**src/rtl/rv32_mem_arbiter.sv**
```systemverilog
// rv32_mem_arbiter
//   Shares one single-port memory between instruction fetch (if_*) and
//   load/store (d_*). Only one access is in flight at a time. Data wins
//   arbitration unless fetch has already lost STARVE_MAX grants in a row.
//   A watchdog ends an access that has gone TIMEOUT cycles with no ack.
//
// Ports
//   clk, rst_n                 clock, async active-low reset
//   if_req/if_addr/if_gnt      fetch request, address, combinational grant
//   if_rvalid/if_rdata         one-cycle fetch response pulse and data
//   d_req/d_we/d_addr/d_wdata  data request (we=1 store), address, write data
//   d_gnt                      combinational data grant
//   d_rvalid/d_rdata           one-cycle load/store completion pulse, load data
//   mem_req/mem_we/mem_addr/mem_wdata  registered memory command
//   mem_ack/mem_rdata          memory completion and read data (same cycle)
//   busy                       access in flight (state != IDLE)
//   timeout_err                one-cycle pulse when the watchdog expires
module rv32_mem_arbiter #(
  parameter int                ADDR_W     = 32,
  parameter int                DATA_W     = 32,
  parameter int                STARVE_MAX = 4,
  parameter int                TIMEOUT    = 255,
  parameter logic [DATA_W-1:0] FETCH_NOP  = DATA_W'(32'h00000013)
) (
  input  logic              clk,
  input  logic              rst_n,
  input  logic              if_req,
  input  logic [ADDR_W-1:0] if_addr,
  output logic              if_gnt,
  output logic              if_rvalid,
  output logic [DATA_W-1:0] if_rdata,
  input  logic              d_req,
  input  logic              d_we,
  input  logic [ADDR_W-1:0] d_addr,
  input  logic [DATA_W-1:0] d_wdata,
  output logic              d_gnt,
  output logic              d_rvalid,
  output logic [DATA_W-1:0] d_rdata,
  output logic              mem_req,
  output logic              mem_we,
  output logic [ADDR_W-1:0] mem_addr,
  output logic [DATA_W-1:0] mem_wdata,
  input  logic              mem_ack,
  input  logic [DATA_W-1:0] mem_rdata,
  output logic              busy,
  output logic              timeout_err
);

  localparam int SW = (STARVE_MAX > 0) ? $clog2(STARVE_MAX + 1) : 1;
  localparam int WW = $clog2(TIMEOUT + 1);

  typedef enum logic [1:0] {IDLE, WAIT_IF, WAIT_D} state_t;

  state_t          state_q, state_d;
  logic [SW-1:0]   starve_cnt;
  logic [WW-1:0]   wdog;
  logic            starve_hit;
  logic            expire;

  // Fetch has been passed over STARVE_MAX times and is still waiting.
  assign starve_hit = if_req && (starve_cnt == SW'(STARVE_MAX));

  // wdog counts completed no-ack cycles; the TIMEOUT-th such cycle expires.
  // An ack in that same cycle takes precedence.
  assign expire = busy && !mem_ack && (wdog == WW'(TIMEOUT - 1));

  // State register
  always_ff @(posedge clk or negedge rst_n) begin
    if (!rst_n) state_q <= IDLE;
    else        state_q <= state_d;
  end

  // Next state
  always_comb begin
    state_d = state_q;
    case (state_q)
      IDLE: begin
        if (d_gnt)       state_d = WAIT_D;
        else if (if_gnt) state_d = WAIT_IF;
      end
      WAIT_IF, WAIT_D: if (mem_ack || expire) state_d = IDLE;
      default:         state_d = IDLE;
    endcase
  end

  // Outputs decoded from state
  always_comb begin
    d_gnt  = 1'b0;
    if_gnt = 1'b0;
    if (state_q == IDLE) begin
      if (d_req && !starve_hit) d_gnt  = 1'b1;
      else if (if_req)          if_gnt = 1'b1;
    end
    busy = (state_q != IDLE);
  end

  // Memory command, responses, starvation and watchdog counters
  always_ff @(posedge clk or negedge rst_n) begin
    if (!rst_n) begin
      mem_req     <= 1'b0;
      mem_we      <= 1'b0;
      mem_addr    <= '0;
      mem_wdata   <= '0;
      if_rvalid   <= 1'b0;
      if_rdata    <= '0;
      d_rvalid    <= 1'b0;
      d_rdata     <= '0;
      timeout_err <= 1'b0;
      starve_cnt  <= '0;
      wdog        <= '0;
    end else begin
      if_rvalid   <= 1'b0;
      d_rvalid    <= 1'b0;
      timeout_err <= 1'b0;
      if (d_gnt) begin
        mem_req   <= 1'b1;
        mem_we    <= d_we;
        mem_addr  <= d_addr;
        mem_wdata <= d_wdata;
        wdog      <= '0;
        // Count only grants that actually passed over a waiting fetch.
        if (!if_req)                            starve_cnt <= '0;
        else if (starve_cnt != SW'(STARVE_MAX)) starve_cnt <= starve_cnt + 1'b1;
      end else if (if_gnt) begin
        mem_req    <= 1'b1;
        mem_we     <= 1'b0;
        mem_addr   <= if_addr;
        wdog       <= '0;
        starve_cnt <= '0;
      end else if (busy) begin
        if (mem_ack) begin
          mem_req <= 1'b0;
          if (state_q == WAIT_IF) begin
            if_rdata  <= mem_rdata;
            if_rvalid <= 1'b1;
          end else begin
            if (!mem_we) d_rdata <= mem_rdata;
            d_rvalid <= 1'b1;
          end
        end else if (expire) begin
          mem_req     <= 1'b0;
          timeout_err <= 1'b1;
          if (state_q == WAIT_IF) begin
            if_rdata  <= FETCH_NOP;
            if_rvalid <= 1'b1;
          end else begin
            d_rdata  <= '0;
            d_rvalid <= 1'b1;
          end
        end else begin
          wdog <= wdog + 1'b1;
        end
      end
    end
  end

endmodule

```
**config.mk**
```make
export PLATFORM = sky130hd
export DESIGN_NAME = rv32_mem_arbiter
export DESIGN_NICKNAME = d
export VERILOG_FILES = /design/src/rtl/rv32_mem_arbiter.sv
export SDC_FILE = /design/constraint.sdc
export NUM_CORES = 1
export LEC_CHECK = 0
export ABC_AREA = 1
export CORE_ASPECT_RATIO = 1.75
export CORE_MARGIN = 4
export CORE_UTILIZATION = 47
export DETAILED_ROUTE_END_ITERATION = 8
export PLACE_DENSITY = 0.83
export SLEW_MARGIN = 20
export SYNTH_ARGS = -nofsm -noshare
export SYNTH_HDL_FRONTEND = slang
export SYNTH_SLANG_ARGS = --single-unit
```
**constraint.sdc**
```tcl
create_clock -name clk -period 2.5 [get_ports clk]
set_input_delay 0.5 -clock clk [delete_from_list [all_inputs] [get_ports clk]]
set_output_delay 0.5 -clock clk [all_outputs]
set_load 0.01 [all_outputs]
```
* Word-level counts from Yosys, hierarchy flattened
Cells that the tools add are included.
** Cells by class
- Add/subtract/negate cells :: 2
- Bitwise logic cells :: 3
- Mux-type cells :: 53
- Reduce and logical (&&, ||, !) cells :: 20
- Equality and inequality tests :: 11
** Operators by type and width (count)
- 2-to-1 mux 32 bit :: 11
- 2-to-1 mux 8 bit :: 5
- 2-to-1 mux 1 bit :: 29
- 2-to-1 mux 3 bit :: 4
- inequality test 3 bit, second input constant :: 4
- adder 8 x 1 -> 8 bit, second input constant :: 1
- equality test 8 bit, second input constant :: 1
- 2-to-1 mux 2 bit :: 3
- AND reduction 2 bit :: 3
- AND reduction 6 bit :: 1
- nonzero test 2 bit :: 3
- AND reduction 5 bit :: 1
- logical AND 1 bit :: 4
- inequality test 2 bit, second input constant :: 2
- case mux 2 bit (2 select lines) :: 1
- nonzero test 4 bit :: 1
- adder 3 x 1 -> 3 bit, second input constant :: 1
- equality test 3 bit, second input constant :: 1
- inequality test 3 x 2 -> 1 bit, second input constant :: 1
- NOT 1 bit :: 3
- AND reduction 3 bit :: 1
- nonzero test 3 bit :: 1
- equality test 2 x 1 -> 1 bit, second input constant :: 1
- equality test 2 bit, second input constant :: 1
- 4 further kinds :: 5
** Word-level totals
- Register bits :: 146
- Input port bits :: 134
- Output and inout port bits :: 136

* Logic depth before layout (Yosys ltp)
Gate-level depths: netlist of run 1.
- Depth in word-level cells :: 9
- Gate-level depth with buffers :: 10

* Worst setup path before layout of run 1
No wires, ideal clock.
- Path kind :: flip-flop to output port
- Start point :: register state_q[0]
- End point :: output d_gnt
- Setup slack :: 0.720 ns
- Path buffers :: 2
- Data arrival time :: 1.280 ns
- Cell stages (with the launch flop) :: 7
- Cells stage by stage :: dfrtp_1 -> inv_1 -> ha_1 -> nand3_1 -> buf_2 -> inv_2 -> buf_2
** On the way
- Word-level cells in the longest chain between the ends :: 2
** Ends and longest elaborated chain
- start: declaration :: RTL line 54 : state_t state_q, state_d;
- start signal: assignment :: RTL line 70 : else state_q <= state_d;
- zero test 2 bit :: RTL line 90 : if (state_q == IDLE) begin
- 2-to-1 mux 1 bit :: RTL line 90
- end: declaration :: RTL line 36 : output logic d_gnt,
Every way passes these cells.

* Final worst setup path of run 1
- Start point :: register state_q[0]
- End point :: output busy
** On the way
- Word-level cells in the longest chain between the ends :: 1
** Ends and longest elaborated chain
- nonzero test 2 bit :: RTL line 94 : busy = (state_q != IDLE);
- end: declaration :: RTL line 45 : output logic busy,
Every way passes these cells.

==> results of run 1 <==
how the worst max path moves through the flow:
stage,startpoint,endpoint,slack (ns)
6_report,state_q[0]$_DFFE_PN0P_,busy,0.19
5_1_grt,state_q[0]$_DFFE_PN0P_,busy,0.11
4_1_cts,state_q[0]$_DFFE_PN0P_,d_gnt,0.06
3_5_place_dp,if_req,if_gnt,0.02
3_3_place_gp,if_req,if_gnt,0.03
2_1_floorplan,state_q[0]$_DFFE_PN0P_,d_gnt,0.72
layout make-up:
type / count / share of cell area [%]
clock buffer: 19 / 4.47
clock inverter: 13 / 1.15
inverter: 84 / 3.11
multi-input combinational: 549 / 23.9
sequential: 146 / 36.1
tap: 177 / 2.19
timing repair buffer: 294 / 29.1
synthesized netlist by cell type (all sizes together):
library cell / instances
xor2: 1
clkbuf: 18
nor2: 11
nand2: 361
o21bai: 1
nand3: 81
or2: 4
ha: 6
a22o: 1
nor4: 1
xnor2: 1
nand4: 4
a21oi: 3
inv: 84
o21ai: 73
buf: 31
a31o: 1
dfrtp: 146
power by group:
| part | total, µW | internal (µW) | switching (µW) | leakage [µW] |
|---|---|---|---|---|
| logic | 5350 | 2720 | 2630 | 0.00303 |
| clock network | 2430 | 1360 | 1070 | 0.000275 |
| registers | 4060 | 3430 | 632 | 0.00186 |
flip-flops by register name (all words and copies together) (netlist names):
name         cells
d_rdata         32
if_rdata        32
mem_addr        32
mem_wdata       32
wdog             8
starve_cnt       3
state_q          2
d_rvalid         1
if_rvalid        1
mem_req          1
mem_we           1
timeout_err      1
worst reg2reg max path: stages (launching register included):
cell	delay (ns)
dfrtp_1	0.42
inv_1	0.09
ha_1	0.15
inv_1	0.06
nor2_1	0.12
nand3_2	0.17
a21oi_4	0.38
buf_4	0.24
nand3_1	0.08
nand2_1	0.09
layout by cell type, fill, tap and decap left out, types with 2 or more instances in the layout:
master           instances
clkinvlp_4               2
inv_2                    2
o21ai_1                  4
buf_12                   5
nor2_1                  11
or2_2                    4
inv_1                   82
dfrtp_1                146
clkbuf_8                 2
nand2_1                360
nand4_1                  4
nand3_2                  4
o21ai_0                 68
inv_6                    5
clkinv_4                 4
inv_8                    2
clkbuf_16               17
clkdlybuf4s50_1        266
nand3_1                 76
buf_4                   20
a21oi_1                  2
ha_1                     5
through the flow:
step | power [µW] | worst slack [ns] | instance area [µm²] | hold WS (ns)
floorplan | 6380 | 0.720 | 6640 | 0.204
global placement | 9300 | 0.0302 | 9550 | 0.456
detailed placement | 9440 | 0.0173 | 9550 | 0.459
CTS | 11900 | 0.0568 | 10100 | 0.0563
global route | 12600 | 0.108 | 10100 | 0.0741
finish | 11800 | 0.192 | 10100 | 0.0342
cell families (layout without fill, tap and decap cells):
kind of cell / count (synthesis) / count (layout) / synth area share [%]
adders and majority gates: 6 / 6 / 1.13
DFF: 146 / 146 / 55.1
xor gates and xnor gates: 2 / 2 / 0.264
AOI/OAI and AO/OA: 79 / 79 / 6.17
and+or+nand+nor: 462 / 462 / 28.3
buffers and inverters: 133 / 410 / 9.03
timing repair:
item | CTS | global route
hold buffers | 0 | 0
endpoints found under the setup margin | 3 | 1
resized for setup | 2 | 2
per-layer routing:
metal	share of wire [%]	up-vias	wire (µm)	GRT usage (%)
li1	-	3087	-	-
met1	36	2913	6880	25.7
met2	55	236	10600	45.1
met3	6.6	38	1270	6.22
met4	3.2	0	625	11.1
met5	0	-	0	0
==> impl_metrics.env, run 1 <==
export IMPL_cp_arrival_ns=1.81
export IMPL_peakVddDrop_mv=0.873
export IMPL_diodes=0
export IMPL_numCtsBuffers=17
export IMPL_yosys_warnings=0
export IMPL_io_pins=270
export IMPL_rsz0062_at_grt="false"
export IMPL_clock_sinks=146
export IMPL_rr_endpoint="d_rdata[25]$_DFFE_PN0P_"
export IMPL_initialDrtViolationCount=273
export IMPL_hold_viol=0
export IMPL_place_gp_congestion=0.867
export IMPL_crit_chain="inv_1 -> ha_4 -> inv_1 -> clkdlybuf4s50_1"
export IMPL_fillers=1097
export IMPL_cts_clk_slew_worst_paths_ns=0.07
export IMPL_grtUsageTotal_pct=24.3
export IMPL_via_per_inst=4.89
export IMPL_period_share_pct=92.3
export IMPL_endpoint_kind="output port"
export IMPL_cpMostUsedCell="inv_1"
export IMPL_slowest_stage="clkdlybuf4s50_1"
export IMPL_powerDensity_nw_per_um2=1170
export IMPL_period_minus_slack_ns=2.31
export IMPL_portBuffers=269
export IMPL_post_dp_hpwl_mm=14.2
export IMPL_syn_num_nets=968
export IMPL_path_buf_inv=3
export IMPL_post_cts_buffers=0
export IMPL_yosysSeqAreaShare_pct=55.1
export IMPL_netlist_instances=828
export IMPL_yosys_register_bits=146
export IMPL_finalSetupViolations=0
export IMPL_syn_avg_cell_area_um2=8.01
export IMPL_wl_per_cell_um=15.1
export IMPL_drt_pass1_iterations=5
export IMPL_skew_ns=0.0109
export IMPL_areaGrowthSynthToFinish_pct=52.7
export IMPL_drv_slew=0
export IMPL_nets=1232
export IMPL_setup_tns_ns=0
export IMPL_chipHeight_um=165
export IMPL_drive_above_1_share_pct=6.70
export IMPL_finalNonFillerCells=1282
export IMPL_drc=0
export IMPL_dieWidth_um=97.8
export IMPL_clockBufferDepth=2
export IMPL_crit_family="buffers and inverters"
export IMPL_max_freq_mhz=433
export IMPL_synth_area_leaders="dfrtp_1 55%, nand2_1 20%, nand3_1 5.8%"
export IMPL_crit_fanout=6
export IMPL_utilization_pct=73.2
export IMPL_grt_max_degree=101
export IMPL_htreeDepth=4
export IMPL_path_depth=4
export IMPL_antenna_found_initial=0
export IMPL_multi_input_area_um2=2430
export IMPL_worst_pin_slew_ns=0.561
export IMPL_synth_cell_type_count=26
export IMPL_clock_root_buffer="clkbuf_16"
export IMPL_synth_area_um2=6640
export IMPL_slew_headroom_pct=62.6
export IMPL_worstSetupPathType="reg -> out"
export IMPL_dieArea_um2=16200
export IMPL_holdCritPathClass="in -> async"
export IMPL_dpl_cell_count=1250
export IMPL_grt_pass1_wl_mm=31.3
export IMPL_run_status="finished, final reports clean"
export IMPL_ant_nets=0
export IMPL_initial_core_util_pct=48.0
export IMPL_rows=57
export IMPL_register_area_um2=3650
export IMPL_reg2reg_slack_ns=0.64
export IMPL_grt_overflow_total=0
export IMPL_clk_latency_ns=0.42
export IMPL_worst_r2r_cell_count=9
export IMPL_yosysTopAreaCell="dfrtp_1"
export IMPL_synth_top_cell_area_share_pct=55.1
export IMPL_maxCapViolCount=0
export IMPL_worst_setup_path_start_kind="flop"
export IMPL_vias=6274
export IMPL_cts_tree="done"
export IMPL_drt_wl_total_mm=19.3
export IMPL_reg2reg_from="wdog[0]$_DFFE_PN0P_"
export IMPL_grt_pass1_vias=6448
export IMPL_cp_slowest_stage_delay_ns=0.58
export IMPL_core_um2=13800
export IMPL_leakage_uw=0.00517
export IMPL_cp_required_ns=2.00
Note: power is estimated with default switching activity, not from simulation.
==> inputs of run 2 (changes only) <==
--- a/config.mk
+++ b/config.mk
@@ -10,6 +10,7 @@
 export CORE_MARGIN = 4
 export CORE_UTILIZATION = 47
 export DETAILED_ROUTE_END_ITERATION = 8
+export MAX_ROUTING_LAYER = met4
 export PLACE_DENSITY = 0.83
 export SLEW_MARGIN = 20
 export SYNTH_ARGS = -nofsm -noshare
==> impl_metrics.env, run 2 (synthesis results as in run 1) <==
export IMPL_dieArea_um2=16200
export IMPL_cts_tree="done"
export IMPL_numCtsBuffers=17
export IMPL_clock_sinks=146
export IMPL_reg2reg_from="wdog[0]$_DFFE_PN0P_"
export IMPL_grt_max_degree=101
export IMPL_holdCritPathClass="in -> async"
export IMPL_hold_viol=0
export IMPL_fin_hold_ws_ns=0.0379
export IMPL_gr_usage_met2_pct=45.1
export IMPL_diodes=0
export IMPL_initial_core_util_pct=48.0
export IMPL_place_gp_congestion=0.886
export IMPL_reg2reg_slack_ns=0.64
export IMPL_period_minus_slack_ns=2.31
export IMPL_via_per_inst=4.89
export IMPL_portBuffers=269
export IMPL_peakVddDrop_mv=0.869
export IMPL_nets=1232
export IMPL_antenna_found_initial=0
export IMPL_endpoint_kind="output port"
export IMPL_grt_overflow_total=0
export IMPL_clk_latency_ns=0.42
export IMPL_maxCapViolCount=0
export IMPL_setup_tns_ns=0
export IMPL_post_dp_hpwl_mm=14.2
export IMPL_cts_clk_slew_worst_paths_ns=0.07
export IMPL_clockBufferDepth=2
export IMPL_slowest_stage="clkdlybuf4s50_1"
export IMPL_worst_r2r_cell_count=9
export IMPL_worstSetupPathType="reg -> out"
export IMPL_htreeDepth=4
export IMPL_core_um2=13800
export IMPL_drc=0
export IMPL_initialDrtViolationCount=267
export IMPL_max_freq_mhz=434
export IMPL_skew_ns=0.0104
export IMPL_drt_wl_total_mm=19.2
export IMPL_fillers=1097
export IMPL_worst_pin_slew_ns=0.561
export IMPL_rsz0062_at_grt="false"
export IMPL_grtUsageTotal_pct=25.0
export IMPL_clock_root_buffer="clkbuf_16"
export IMPL_final_common_cell="nand2_1"
export IMPL_io_pins=270
export IMPL_rows=57
export IMPL_final_cell_mix="360 x nand2_1, 266 x clkdlybuf4s50_1, 146 x dfrtp_1"
export IMPL_cp_required_ns=2.00
export IMPL_use_met1_pct=26.6
export IMPL_wl_per_cell_um=15.0
export IMPL_vias=6274
export IMPL_cp_arrival_ns=1.81
export IMPL_leakage_uw=0.00517
export IMPL_grt_pass1_wl_mm=31.3
export IMPL_period_share_pct=92.2
export IMPL_drive_above_1_share_pct=6.70
export IMPL_top_usage_layer="met2"
export IMPL_areaGrowthSynthToFinish_pct=52.7
export IMPL_cpMostUsedCell="inv_1"
export IMPL_drv_slew=0
export IMPL_crit_chain="inv_1 -> ha_4 -> inv_1 -> clkdlybuf4s50_1"
export IMPL_post_cts_buffers=0
export IMPL_worst_setup_path_start_kind="flop"
export IMPL_grt_pass1_vias=6464
export IMPL_crit_family="buffers and inverters"
export IMPL_ant_nets=0
export IMPL_rr_endpoint="d_rdata[25]$_DFFE_PN0P_"
export IMPL_finalSetupViolations=0
export IMPL_cp_slowest_stage_delay_ns=0.58
export IMPL_grt_use_met3_pct=4.88
export IMPL_drt_pass1_iterations=5
export IMPL_powerDensity_nw_per_um2=1170
export IMPL_chipHeight_um=165
export IMPL_crit_fanout=6
export IMPL_path_buf_inv=3
export IMPL_dieWidth_um=97.8
export IMPL_slew_headroom_pct=62.6
export IMPL_run_status="finished, final reports clean"
## run 2: cell counts in the layout (fill, tap and decap cells not counted)
Identical to the previous run, type by type.
## run 2: worst max path at each step
stage	startpoint	to	slack (ns)	depth (start not counted)
after CTS	state_q[0]$_DFFE_PN0P_	d_gnt	0.06	5
after floorplan	state_q[0]$_DFFE_PN0P_	d_gnt	0.72	6
final	state_q[0]$_DFFE_PN0P_	busy	0.19	4
after global placement	if_req	if_gnt	0.03	6
after detailed placement	if_req	if_gnt	0.02	6
after global routing	state_q[0]$_DFFE_PN0P_	busy	0.11	4
## run 2: cell type report
cell class              count  area [µm²]  share of cell area, %
clock buffers              19         453                   4.47
flip-flops and latches    146        3650                   36.1
clock inverters            13         116                   1.15
inverters                  84         315                   3.11
multi-input cells         549        2430                   23.9
repair buffers            294        2950                   29.1
well taps                 177         221                   2.19
## run 2: timing repair
item / 4_1_cts / 5_1_grt
resized for setup: 2 / 2
gates cloned: 0 / 0
hold buffers: 0 / 0
hold endpoints to repair: 0 / 0
endpoints found under the setup margin: 3 / 1
## run 2: power by group
part / switching (µW) / internal, µW / total [µW]
Combinational: 2620 / 2720 / 5340
Clock: 1070 / 1360 / 2430
Sequential: 629 / 3430 / 4060
Total: 4320 / 7500 / 11800
## run 2: metal layers
metal  wire (µm)  vias to the layer above
li1            -                     3086
met1        6860                     2895
met2       10600                      249
met3        1180                       44
met4         636                        0
met5           0                        -
## run 2: worst reg2reg max path, cell delays in order, from the launching register on
cell     delay (ns)
dfrtp_1        0.41
inv_1          0.09
ha_1           0.15
inv_1          0.06
nor2_1         0.12
nand3_2        0.17
a21oi_4        0.38
buf_4          0.24
nand3_1        0.08
nand2_1        0.09
## run 2: stage by stage
step	util (%)	cell area, µm²	cells	total power [µW]	setup WS [ns]
after floorplan	-	6640	828	6380	0.720
after global placement	69.0	9550	1250	9300	0.0302
after detailed placement	69.0	9550	1250	9440	0.0173
after CTS	73.1	10100	1282	11900	0.0568
after global routing	73.2	10100	1282	12600	0.105
final	73.2	10100	1282	11800	0.194
